===== config.mk =====
export PLATFORM = sky130hd
export DESIGN_NAME = uart_tx_arbiter
export DESIGN_NICKNAME = d
export VERILOG_FILES = /design/src/rtl/uart_arb_pkg.sv /design/src/rtl/rr_arbiter.sv /design/src/rtl/uart_tx_arbiter.sv
export SDC_FILE = /design/constraint.sdc
export NUM_CORES = 1
export LEC_CHECK = 0
export CORE_MARGIN = 2
export CORE_UTILIZATION = 30
export CTS_CLUSTER_DIAMETER = 200
export DETAILED_ROUTE_END_ITERATION = 10
export SYNTH_ARGS = -nofsm -noshare
export SYNTH_HDL_FRONTEND = slang
export SYNTH_SLANG_ARGS = --single-unit

===== constraint.sdc =====
create_clock -name clk -period 2 [get_ports clk]
set_input_delay 0.4 -clock clk [delete_from_list [all_inputs] [get_ports clk]]
set_output_delay 0.4 -clock clk [all_outputs]
set_load 0.03 [all_outputs]

===== src/rtl/uart_arb_pkg.sv =====
// Shared constants and FSM state type for the uart_tx packet arbiter.
package uart_arb_pkg;

    localparam int BYTE_W = 8;

    localparam logic [1:0] ST_IDLE  = 2'd0;
    localparam logic [1:0] ST_FETCH = 2'd1;
    localparam logic [1:0] ST_WAIT  = 2'd2;

    typedef enum logic [1:0] {
        IDLE  = ST_IDLE,
        FETCH = ST_FETCH,
        WAIT  = ST_WAIT
    } arb_state_e;

endpackage


===== src/rtl/rr_arbiter.sv =====
// Combinational round-robin pick: first asserted request at or after ptr, wrapping.
module rr_arbiter #(
    parameter int N_REQ = 4,
    parameter int PTR_W = $clog2(N_REQ)
) (
    input  logic [N_REQ-1:0] req,
    input  logic [PTR_W-1:0] ptr,
    output logic [N_REQ-1:0] winner,
    output logic [PTR_W-1:0] winner_idx,
    output logic             found
);

    logic [2*N_REQ-1:0] req_dbl;
    logic [N_REQ-1:0]   rotated;
    logic [PTR_W:0]     first_off;
    logic [PTR_W:0]     idx_sum;

    // Doubling the vector lets a plain shift express the wrap-around scan.
    assign req_dbl = {req, req};
    assign rotated = req_dbl[ptr +: N_REQ];

    always_comb begin
        first_off = '0;
        found     = 1'b0;
        for (int j = 0; j < N_REQ; j++) begin
            if (rotated[j] && !found) begin
                found     = 1'b1;
                first_off = (PTR_W + 1)'(j);
            end
        end
    end

    always_comb begin
        idx_sum = {1'b0, ptr} + first_off;
        if (idx_sum >= (PTR_W + 1)'(N_REQ)) begin
            idx_sum = idx_sum - (PTR_W + 1)'(N_REQ);
        end
        winner_idx = idx_sum[PTR_W-1:0];
        winner     = '0;
        if (found) begin
            winner[winner_idx] = 1'b1;
        end
    end

endmodule


===== src/rtl/uart_tx_arbiter.sv =====
// Packet-granular round-robin sharing of one uart_tx between N_REQ byte streams,
// with a stall watchdog that drops a packet whose owner stops supplying bytes.
module uart_tx_arbiter
    import uart_arb_pkg::*;
#(
    parameter int N_REQ         = 4,
    parameter int STALL_TIMEOUT = 1024
) (
    input  logic                    clk,
    input  logic                    rst_n_clk,
    input  logic [N_REQ-1:0]        req_valid,
    input  logic [BYTE_W*N_REQ-1:0] req_data,
    input  logic [N_REQ-1:0]        req_last,
    output logic [N_REQ-1:0]        req_ready,
    output logic [N_REQ-1:0]        grant,
    output logic                    abort,
    output logic                    uart_tx_send,
    output logic [BYTE_W-1:0]       uart_tx_data,
    input  logic                    uart_tx_done,
    input  logic                    uart_tx_busy
);

    localparam int PTR_W = $clog2(N_REQ);
    localparam int CNT_W = $clog2(STALL_TIMEOUT) + 1;
    localparam logic [CNT_W-1:0] CNT_LAST = CNT_W'(STALL_TIMEOUT - 1);
    localparam logic [CNT_W-1:0] CNT_MAX  = '1;

    arb_state_e        state, state_d;
    logic [N_REQ-1:0]  grant_d;
    logic [PTR_W-1:0]  gidx, gidx_d;
    logic [PTR_W-1:0]  rr_ptr, rr_ptr_d, next_ptr;
    logic [CNT_W-1:0]  stall_cnt, stall_cnt_d;
    logic              last_q, last_d;
    logic              abort_d, send_d;
    logic [BYTE_W-1:0] data_d, lane_byte;
    logic [N_REQ-1:0]  win_onehot;
    logic [PTR_W-1:0]  win_idx;
    logic              win_valid;
    logic              take;

    rr_arbiter #(
        .N_REQ (N_REQ),
        .PTR_W (PTR_W)
    ) u_rr_arbiter (
        .req        (req_valid),
        .ptr        (rr_ptr),
        .winner     (win_onehot),
        .winner_idx (win_idx),
        .found      (win_valid)
    );

    assign lane_byte = req_data[int'(gidx)*BYTE_W +: BYTE_W];
    assign next_ptr  = (gidx == PTR_W'(N_REQ - 1)) ? '0 : gidx + PTR_W'(1);

    // Only the handshake is combinational so a requester sees its byte taken in-cycle.
    assign req_ready = (state == FETCH && !uart_tx_busy) ? (grant & req_valid) : '0;
    assign take      = |req_ready;

    always_comb begin
        state_d     = state;
        grant_d     = grant;
        gidx_d      = gidx;
        rr_ptr_d    = rr_ptr;
        stall_cnt_d = stall_cnt;
        last_d      = last_q;
        abort_d     = 1'b0;
        send_d      = 1'b0;
        data_d      = uart_tx_data;
        case (state)
            IDLE: begin
                if (win_valid) begin
                    grant_d     = win_onehot;
                    gidx_d      = win_idx;
                    stall_cnt_d = '0;
                    state_d     = FETCH;
                end
            end
            FETCH: begin
                if (take) begin
                    data_d  = lane_byte;
                    send_d  = 1'b1;
                    last_d  = req_last[gidx];
                    state_d = WAIT;
                end else if (stall_cnt == CNT_LAST) begin
                    abort_d     = 1'b1;
                    grant_d     = '0;
                    rr_ptr_d    = next_ptr;
                    stall_cnt_d = '0;
                    state_d     = IDLE;
                end else if (stall_cnt != CNT_MAX) begin
                    stall_cnt_d = stall_cnt + CNT_W'(1);
                end
            end
            WAIT: begin
                // uart_tx always finishes a frame, so WAIT needs no watchdog.
                if (uart_tx_done) begin
                    if (last_q) begin
                        grant_d  = '0;
                        rr_ptr_d = next_ptr;
                        state_d  = IDLE;
                    end else begin
                        stall_cnt_d = '0;
                        state_d     = FETCH;
                    end
                end
            end
            default: begin
                grant_d = '0;
                state_d = IDLE;
            end
        endcase
    end

    always_ff @(posedge clk or negedge rst_n_clk) begin
        if (!rst_n_clk) begin
            state        <= IDLE;
            grant        <= '0;
            gidx         <= '0;
            rr_ptr       <= '0;
            stall_cnt    <= '0;
            last_q       <= 1'b0;
            abort        <= 1'b0;
            uart_tx_send <= 1'b0;
            uart_tx_data <= '0;
        end else begin
            state        <= state_d;
            grant        <= grant_d;
            gidx         <= gidx_d;
            rr_ptr       <= rr_ptr_d;
            stall_cnt    <= stall_cnt_d;
            last_q       <= last_d;
            abort        <= abort_d;
            uart_tx_send <= send_d;
            uart_tx_data <= data_d;
        end
    end

endmodule

==> reports/metrics.yaml, run 1 <==
worst_setup_path:
  crit_buf_inv: 2
  path_cells: "clkdlybuf4s50_1 -> or3b_4 -> nor2_1 -> buf_4"
  required_ns: 1.60
  slowest_delay_ns: 0.41
  crit_arrival_ns: 1.50
  cp-start-kind: "input port"
  critPathSlowestCell: "clkdlybuf4s50_1"
  cp_max_fo: 5
  critPathCaptureType: "output pin"
  path_class: "in2out"
  crit_family: "buffers and inverters"
synthesis:
  synth_seq_cells: 32
  synth_top_area_share_pct: 42.19
  syn-cell-area_um2: 1898
  synth-edff-count: 0
  seq_area_frac_synth_pct: 42.19
  synth_nets: 239
  synth_top_area_cell: "dfrtp_1"
  ys.flop_type: "dfrtp_1"
  syn-mean-instance-area_um2: 9.886
  async_flop_share_pct: 100.0
  ys_types: 47
  synth_cells: 192
  synth_area_leaders: "dfrtp_1, mux4_2, nand2_1"
  yosys_warnings: 0
floorplanning:
  row_count: 28
  dieArea_um2: 6979
  io_pins: 62
  die_x_um: 83.54
  coreArea_um2: 6026
  start_util_pct: 31.50
  die_h_um: 83.54
global_route:
  grt_usage_pct: 13.58
  grt-ovfl-total: 0
  grt_max_degree: 33
  grt_first_pass_wirelength_um: 7645
  antenna_found_initial: 0
  grt_pass1_vias: 1656
placed_design:
  post-dp-hpwl_um: 3444
  port_buffers: 61
  pre_cts_ws_ns: -0.5789
  gp_congestion: 0.7778
clock_network:
  path_clk_slew_ns: 0.06
  clkSinkCount: 32
  cts_tree: "yes"
  cts_made_buffers: 5
  ctsHtreeMaxLevel: 2
  root_buffer: "clkbuf_8"
  clockBufferDepth: 2
  cts-hold-fix-buffers: 0
  insertion_delay_ns: 0.28
power_and_ir_drop:
  cellPowerDensity_nw_per_um2: 1270
  p_leak_nw: 1.257
  power.total_w: 0.003681
  irDropWorstVdd_mv: 0.5494
final_layout:
  layout.cells.most_common: "clkdlybuf4s50_1"
  antenna_cells: 0
  most-common-layout-cells: "clkdlybuf4s50_1, nand2_1, dfrtp_1, buf_4, o21ai_0"
  syn_to_final_growth_pct: 52.74
  multi_input_area_um2: 1077
  n_fill_cell: 613
  nNetsFinal: 325
  regArea_um2: 800.8
  fin_util_pct: 48.11
  drive_above_1_share_pct: 24.73
timing:
  finalSetupViolCount: 0
  finalMaxSlewViolations: 0
  final.setup_skew_ns: 0.003981
  post-route-min-period_ns: 1.897
  fmax_ghz: 0.5272
  finalCritPeriodShare_pct: 94.84
  fin_setup_tns_ns: 0
  tightest_slew_ns: 0.6113
  setup_ws_ns: 0.1032
  hold_ws_ns: 0.4728
  hold_viol_final: 0
  slew-limit-headroom_pct: 58.93
route:
  ant_nets: 0
  drc: 0
  drtIter0Drc: 83
  num_vias: 1773
  wl_um: 4642
  post_drt_wl_per_cell_um: 13.11
  firstDrtPassIters: 4
  via_per_inst: 5.008
run_status:
  status: "complete, no violations"
hold_path:
  min_path_type: "reg2reg"
run:
  maxCapViolations: 0
[layer usage]
metal | vias to the layer above | part of all wire, % | track usage (%)
li1 | 874 | - | -
met1 | 834 | 44 | 16.75
met2 | 59 | 47 | 21.77
met3 | 6 | 7.9 | 4.451
met4 | 0 | 1.9 | 5.865
met5 | - | 0 | 0
[cell type report]
| cell class | count | share of cell area [%] |
|---|---|---|
| clock buffers | 6 | 2.503 |
| clock inverters | 2 | 1.208 |
| inverters | 6 | 0.9495 |
| multi-input cells | 146 | 37.16 |
| flip-flops and latches | 32 | 27.62 |
| well taps | 75 | 3.237 |
| repair buffers | 87 | 27.32 |
[stage by stage]
stage / instance area [µm²] / cells
after floorplan: 1898 / 192
after global placement: 2736 / 344
after detailed placement: 2736 / 344
after CTS: 2867 / 353
after global routing: 2899 / 354
final: 2899 / 354
[Yosys cell counts (3+ instances only)]
master and count:
nor3_1 4, o2bb2ai_1 3, nand2_1 45, dfrtp_1 32, inv_1 5, nand3_1 4, o21ai_0 14, buf_2 3
ha_1 3, nand2b_1 3, nor2_1 12, mux4_2 9, a21oi_1 7
[sequential cells by signal, summed over array words and instances, names as in the netlist]
name,flops
gidx,2
state,2
rr_ptr,2
abort,1
last_q,1
stall_cnt,11
uart_tx_data,8
grant,4
uart_tx_send,1
[final timing paths]
path,cells past startpoint,start,slack [ns],endpoint
max,4,uart_tx_busy,0.10,req_ready[1]
min,2,uart_tx_data[4],0.47,uart_tx_data[4]
max reg2reg,9,rr_ptr[1],0.13,grant[0]
min reg2reg,2,uart_tx_data[4],0.47,uart_tx_data[4]
max in group asynchronous,2,rst_n_clk,1.20,stall_cnt[5]
min in group asynchronous,2,rst_n_clk,0.51,uart_tx_data[5]
[power by group]
part | internal [W] | switching, W
logic | 0.00103 | 0.00100
clock network | 0.000369 | 0.000227
registers | 0.000858 | 0.000194
[cell families after synthesis]
family	after synthesis	share of synthesized area [%]
adder cells (fa/ha/maj)	3	1.978
XOR/XNOR	2	0.9230
AND/OR/NAND/NOR	84	20.96
multiplexers	13	13.05
AO/OA/AOI/OAI	44	17.54
flip-flops	32	42.19
buffers and inverters	14	3.362
[tightest hold or removal path: stages, from the launching register on]
cell     delay [ns]
dfrtp_1        0.34
nand2_1        0.05
nand2_1        0.05
[what timing repair did]
item | 4_1_cts | 5_1_grt
setup endpoints to repair | 10 | 11
buffers inserted | 2 | 1
pin swaps | 3 | 3
gates cloned | 0 | 0
resized for setup | 9 | 8
No activity file was read; power rests on OpenSTA's default activity.
==> inputs of run 2 (changes only) <==
- ABC_AREA: default -> 1
- PLACE_DENSITY_LB_ADDON: default -> 0.05
==> run 2 against run 1 <==
Effect of this change: worst setup slack better by 0.068 ns; utilization decreased by 3.0 points; fmax up 3.7%; worst hold slack gained 0.043 ns; non-clock buffer count fell by 5; critical path depth increased by 2; count of clock-buffer cells in the layout up 1; sequential power about the same; power up 8.3%; via count increased by 26%; critical endpoint is now req_ready[3].
==> reports/metrics.yaml, run 2 <==
synthesis:
  synth_top_area_share_pct: 37.74  # -4.5 points
  synth_nets: 357  # +49%
  async_flop_share_pct: 100.0  # unchanged
  ys.flop_type: "dfrtp_1"
  synth_commonest_cells: "nand2_1, nor2_1, dfrtp_1, o21ai_0, nand3_1"
  yosys_warnings: 0  # unchanged
  synth_area_leaders: "dfrtp_1, nand2_1, nor2_1"
  yosysMostFrequentCell: "nand2_1"
  ys_types: 32  # -32%
  synth_top_area_cell: "dfrtp_1"
  syn-cell-area_um2: 2122  # +12%
  synth_cells: 310  # +61%
  seq_area_frac_synth_pct: 37.74  # -4.5 points
  syn-mean-instance-area_um2: 6.845  # -31%
  synth_seq_cells: 32  # unchanged
  synth-edff-count: 0  # unchanged
route:
  wl_um: 5835  # +26%
  drc: 0  # unchanged
  num_vias: 2228  # +26%
  firstDrtPassIters: 4  # unchanged
  ant_nets: 0  # unchanged
  post_drt_wl_per_cell_um: 12.03  # -8.3%
  drtIter0Drc: 67  # -19%
  via_per_inst: 4.594  # -8.3%
clock_network:
  root_buffer: "clkbuf_8"
  clockBufferDepth: 2  # unchanged
  cts_tree: "yes"
  cts_made_buffers: 5  # unchanged
  insertion_delay_ns: 0.29  # about the same
  path_clk_slew_ns: 0.07  # about the same
  clkSinkCount: 32  # unchanged
  ctsHtreeMaxLevel: 2  # unchanged
global_route:
  grt_pass1_vias: 2123  # +28%
  grt_max_degree: 33  # unchanged
  grt-ovfl-total: 0  # unchanged
  grt_first_pass_wirelength_um: 9977  # +31%
  antenna_found_initial: 0  # unchanged
  grt_usage_pct: 16.28  # +2.7 points
worst_setup_path:
  path_cells: "inv_2 -> nand2_4 -> nor2_4 -> inv_1 -> nor2_1 -> buf_4"
  required_ns: 1.60  # about the same
  crit_family: "flip-flops"
  cp-start-kind: "register"
  cp_max_fo: 12  # +7
  crit_buf_inv: 3  # +1
  critPathCaptureType: "output pin"
  slowest_delay_ns: 0.43  # +0.02 ns
  path_class: "reg2out"
  crit_arrival_ns: 1.43  # -0.07 ns
  critPathSlowestCell: "dfrtp_1"
timing:
  setup_ws_ns: 0.1710  # +0.06789 ns
  hold_viol_final: 0  # unchanged
  fmax_ghz: 0.5468  # +3.7%
  post-route-min-period_ns: 1.829  # -0.06789 ns
  rsz0062_at_grt: "no"
  final.setup_skew_ns: 0.005589  # +0.001608 ns
  hold_ws_ns: 0.5161  # +0.04322 ns
  slew-limit-headroom_pct: 68.65  # +9.7 points
  tightest_slew_ns: 0.4698  # -0.1415 ns
  finalCritPeriodShare_pct: 91.45  # -3.4 points
  finalMaxSlewViolations: 0  # unchanged
  finalSetupViolCount: 0  # unchanged
floorplanning:
  die_h_um: 88.11  # +5.5%
  row_count: 30  # +7.1%
  io_pins: 62  # unchanged
  die_x_um: 88.11  # +5.5%
  coreArea_um2: 6832  # +13%
  dieArea_um2: 7762  # +11%
  start_util_pct: 31.06  # -0.44 points
placed_design:
  port_buffers: 61  # unchanged
  pre_cts_ws_ns: -0.3450  # +0.2339 ns
  post-dp-hpwl_um: 4361  # +27%
  gp_congestion: 0.9268  # +19%
  post_dp_cell_area_um2: 2908  # +6.3%
final_layout:
  n_fill_cell: 720  # +17%
  most-common-layout-cells: "nand2_1, nor2_1, clkdlybuf4s50_1, dfrtp_1, o21ai_0"
  fin_util_pct: 45.15  # -3.0 points
  antenna_cells: 0  # unchanged
  drive_above_1_share_pct: 15.42  # -9.3 points
  syn_to_final_growth_pct: 45.34
  design_area_um2: 3084  # +6.4%
  largest_reg_flops: 11  # unchanged
  largestRegisters: "stall_cnt: 11 flops, uart_tx_data: 8 flops, grant: 4 flops"
  layout.cells.most_common: "nand2_1"
  regArea_um2: 804.5  # +0.47%
  multi_input_area_um2: 1205  # +12%
  nNetsFinal: 436  # +34%
  top_register: "stall_cnt"
run:
  maxCapViolations: 0  # unchanged
power_and_ir_drop:
  cellPowerDensity_nw_per_um2: 1293  # +1.8%
  power.total_w: 0.003987  # +8.3%
  p_leak_nw: 1.451  # +15%
  irDropWorstVdd_mv: 0.5285  # -3.8%
run_status:
  status: "complete, no violations"
hold_path:
  min_path_type: "in2async"
## run 2: changes by cell type in the layout (fill, tap and decap cells not counted), moves of 4 or more
cell            previous run  this run
nor2_1                    12        68
nand2_1                   45        73
nand3_1                    3        22
inv_1                      5        20
o21ai_0                   13        26
mux4_2                     9         0
nand4_1                    1         9
nand2_2                    1         8
a31oi_1                    2         8
buf_4                     30        25
a21oi_1                    6         2
dlymetal6s2s_1             0         4
nor3_1                     4         0
## run 2: path summary, 6_finish.rpt
check                          start      endpoint  slack [ns]  cells past startpoint
max                         state[1]  req_ready[3]        0.17                      6
min                        rst_n_clk  stall_cnt[4]        0.52                      2
max reg2reg                rr_ptr[0]       gidx[1]        0.20                     12
min reg2reg                 grant[0]      grant[0]        0.53                      2
max in group asynchronous  rst_n_clk      state[0]        1.15                      2
min in group clk            grant[0]      grant[0]        0.53                      2
## run 2: stage by stage
step | cells | TNS, ns
detailed placement | 474 | -1.876
global placement | 474 | -1.488
floorplan | 310 | 0
global route | 485 | 0
finish | 485 | 0
CTS | 481 | 0
## run 2: area by class of cell
type | count | area share (%)
sequential | 32 | 26.09
inverter | 24 | 2.921
multi-input combinational | 244 | 39.07
clock buffer | 7 | 3.124
timing repair buffer | 82 | 24.91
tap | 96 | 3.895
## run 2: cell families (layout without fill, tap and decap cells)
logic type,count (synthesis),after routing,synth area share (%)
xor+xnor,5,5,2.064
flops,32,32,37.74
compound gates,44,44,12.26
fa+ha+maj,3,3,1.769
simple gates,192,192,38.97
buf+inv,34,113,7.194
## run 2: metal layers
| layer | track usage (%) | vias up | share of wire [%] |
|---|---|---|---|
| met4 | 4.959 | 0 | 1.6 |
| met5 | 0 | - | 0 |
| met1 | 21.37 | 998 | 48 |
| met2 | 26.03 | 56 | 44 |
| met3 | 4.713 | 8 | 6.4 |
| li1 | - | 1166 | - |
## run 2: repair_timing
item,in CTS,in global routing
setup buffers,0,4
endpoints found under the setup margin,3,9
hold buffers,0,0
gates resized for setup,1,17
pin swaps,0,9
## run 2: power breakdown
group,internal [W],switching (W)
sequential,0.000862,0.000208
combinational,0.000990,0.00136
clock,0.000307,0.000257
total,0.00216,0.00183
==> inputs of run 3 (changes only) <==
- CORE_UTILIZATION: 30 -> 49
- CTS_BUF_LIST: default -> sky130_fd_sc_hd__clkbuf_2
==> run 3 against run 2 <==
Effect of this change: final cell count decreased by 8.9%; global-route usage increased by 7.6 points; combinational power about the same.
==> reports/metrics.yaml, run 3 (synthesized netlist as in run 2, its figures left out) <==
route:
  num_vias: 2282  # +2.4%
  ant_nets: 0  # unchanged
  wl_um: 5672  # -2.8%
  via_per_inst: 5.163  # +12%
  drc: 0  # unchanged
  post_drt_wl_per_cell_um: 12.83  # +6.7%
  drtIter0Drc: 153  # +130%
  firstDrtPassIters: 4  # unchanged
timing:
  hold_viol_final: 0  # unchanged
  finalCritPeriodShare_pct: 96.47  # +5.0 points
  fmax_ghz: 0.5183  # -5.2%
  finalMaxSlewViolations: 0  # unchanged
  post-route-min-period_ns: 1.929  # +0.1005 ns
  final.setup_skew_ns: 0.01394  # +0.008353 ns
  tightest_slew_ns: 0.4474  # -0.02237 ns
  slew-limit-headroom_pct: 70.14  # +1.5 points
  hold_ws_ns: 0.3723  # -0.1437 ns
  finalSetupViolCount: 0  # unchanged
clock_network:
  ctsHtreeMaxLevel: 2  # unchanged
  cts-hold-fix-buffers: 0  # unchanged
  cts_tree: "yes"
  root_buffer: "clkbuf_2"
  clkSinkCount: 32  # unchanged
  clockBufferDepth: 2  # unchanged
  cts_made_buffers: 5  # unchanged
  insertion_delay_ns: 0.40  # +0.11 ns
  path_clk_slew_ns: 0.19  # +0.12 ns
power_and_ir_drop:
  cellPowerDensity_nw_per_um2: 1304  # +0.87%
  p_leak_nw: 1.409  # -2.9%
  irDropWorstVdd_mv: 0.6104  # +16%
final_layout:
  design_area_um2: 3005  # -2.6%
  most-common-layout-cells: "nand2_1, nor2_1, clkdlybuf4s50_1, dfrtp_1, buf_4"
  nNetsFinal: 438  # +0.46%
  drive_above_1_share_pct: 16.07  # +0.65 points
  largestRegisters: "stall_cnt: 11 flops, uart_tx_data: 8 flops, grant: 4 flops"
  syn_to_final_growth_pct: 41.63
  top_register: "stall_cnt"
  fin_util_pct: 73.55  # +28 points
  layout.cells.most_common: "nand2_1"
  largest_reg_flops: 11  # unchanged
  antenna_cells: 0  # unchanged
run:
  maxCapViolations: 0  # unchanged
run_status:
  status: "complete, no violations"
global_route:
  grt_usage_pct: 23.87  # +7.6 points
  grt_pass1_vias: 2142  # +0.89%
  grt-ovfl-total: 0  # unchanged
  grt_first_pass_wirelength_um: 9535  # -4.4%
  antenna_found_initial: 0  # unchanged
  grt_max_degree: 33  # unchanged
worst_setup_path:
  reg2reg_to: "gidx[1]"
  critPathCaptureType: "output pin"
  cp_max_fo: 12  # unchanged
  required_ns: 1.60  # about the same
  reg2reg_from: "rr_ptr[1]"
  path_class: "reg2out"
  startpoint: "state[1]"
  endpoint: "req_ready[0]"
  cp-start-kind: "register"
  crit_arrival_ns: 1.53  # +0.10 ns
  rr_worst_depth: 11  # -1
  r2r_slack_ns: 0.12  # -0.08 ns
floorplanning:
  die_x_um: 69.81  # -21%
  io_pins: 62  # unchanged
  start_util_pct: 51.93  # +21 points
  coreArea_um2: 4086  # -40%
  dieArea_um2: 4873  # -37%
  row_count: 23  # -23%
  die_h_um: 69.81  # -21%
placed_design:
  port_buffers: 61  # unchanged
  gp_congestion: 0.8539  # -7.9%
  post-dp-hpwl_um: 4074  # -6.6%
  post_dp_cell_area_um2: 2835  # -2.5%
hold_path:
  min_path_type: "in2async"
==> run 3: cell count changes in the layout (fill, tap and decap cells not counted), moves of 3 or more <==
cell,previous run,this run
nor2_2,1,4
clkbuf_8,7,0
nor2_1,68,65
clkbuf_2,0,5
clkdlybuf4s50_1,53,57
dlymetal6s2s_1,4,0
==> run 3: worst min path at each step <==
stage / slack [ns] / to / startpoint / depth (start not counted)
2_1_floorplan: 0.10 / abort / rst_n_clk / 0
3_3_place_gp: 0.52 / grant[0] / grant[0] / 2
3_5_place_dp: 0.53 / grant[2] / grant[2] / 2
4_1_cts: 0.38 / grant[0] / rst_n_clk / 2
5_1_grt: 0.40 / stall_cnt[7] / rst_n_clk / 2
6_report: 0.37 / grant[0] / rst_n_clk / 2
==> run 3: report_power, final <==
part | switching, W | internal [W] | leakage, nW
combinational | 0.00137 | 0.000992 | 0.968
sequential | 0.000242 | 0.000859 | 0.402
clock | 0.000251 | 0.000209 | 0.0390
total | 0.00186 | 0.00206 | 1.41
==> run 3: cell type report <==
cell class | count | area [µm²]
flip-flops and latches | 32 | 804.5
repair buffers | 84 | 773.2
inverters | 24 | 90.09
multi-input cells | 244 | 1207
well taps | 50 | 62.56
fillers | 348 | 1081
clock buffers | 5 | 25.02
clock inverters | 3 | 42.54
==> run 3: repair_timing <==
item / CTS / global route
setup endpoints to repair: 4 / 9
resized for setup: 2 / 13
pin swaps: 0 / 4
setup buffers: 0 / 8
==> run 3: worst max-delay path, stage by stage (launching register included) <==
cell and delay [ns]:
dfrtp_1 0.45, inv_2 0.13, nand2_8 0.10, nor2_4 0.13, inv_2 0.07, nor2_1 0.10
buf_4 0.17
==> run 3: through the flow <==
step           instances  setup slack (ns)  total power [W]  TNS [ns]
4_1_cts              434         0.0006022         0.003744         0
3_3_place_gp         426           -0.2058         0.003213   -0.9801
3_5_place_dp         426           -0.2717         0.003258    -1.619
6_report             442           0.07052         0.003919         0
5_1_grt              442          -0.03918         0.004233   -0.1478
2_1_floorplan        310            0.2665         0.002519         0
==> run 3: metal layers <==
metal / share of wire [%] / wire length, µm / vias to the layer above / GRT usage (%)
met5: 0 / 0 / - / 0
met4: 1.4 / 77 / 0 / 8.120
met3: 7.8 / 441 / 9 / 5.523
met2: 46 / 2625 / 91 / 38.41
met1: 45 / 2527 / 1012 / 31.61
li1: - / - / 1170 / -
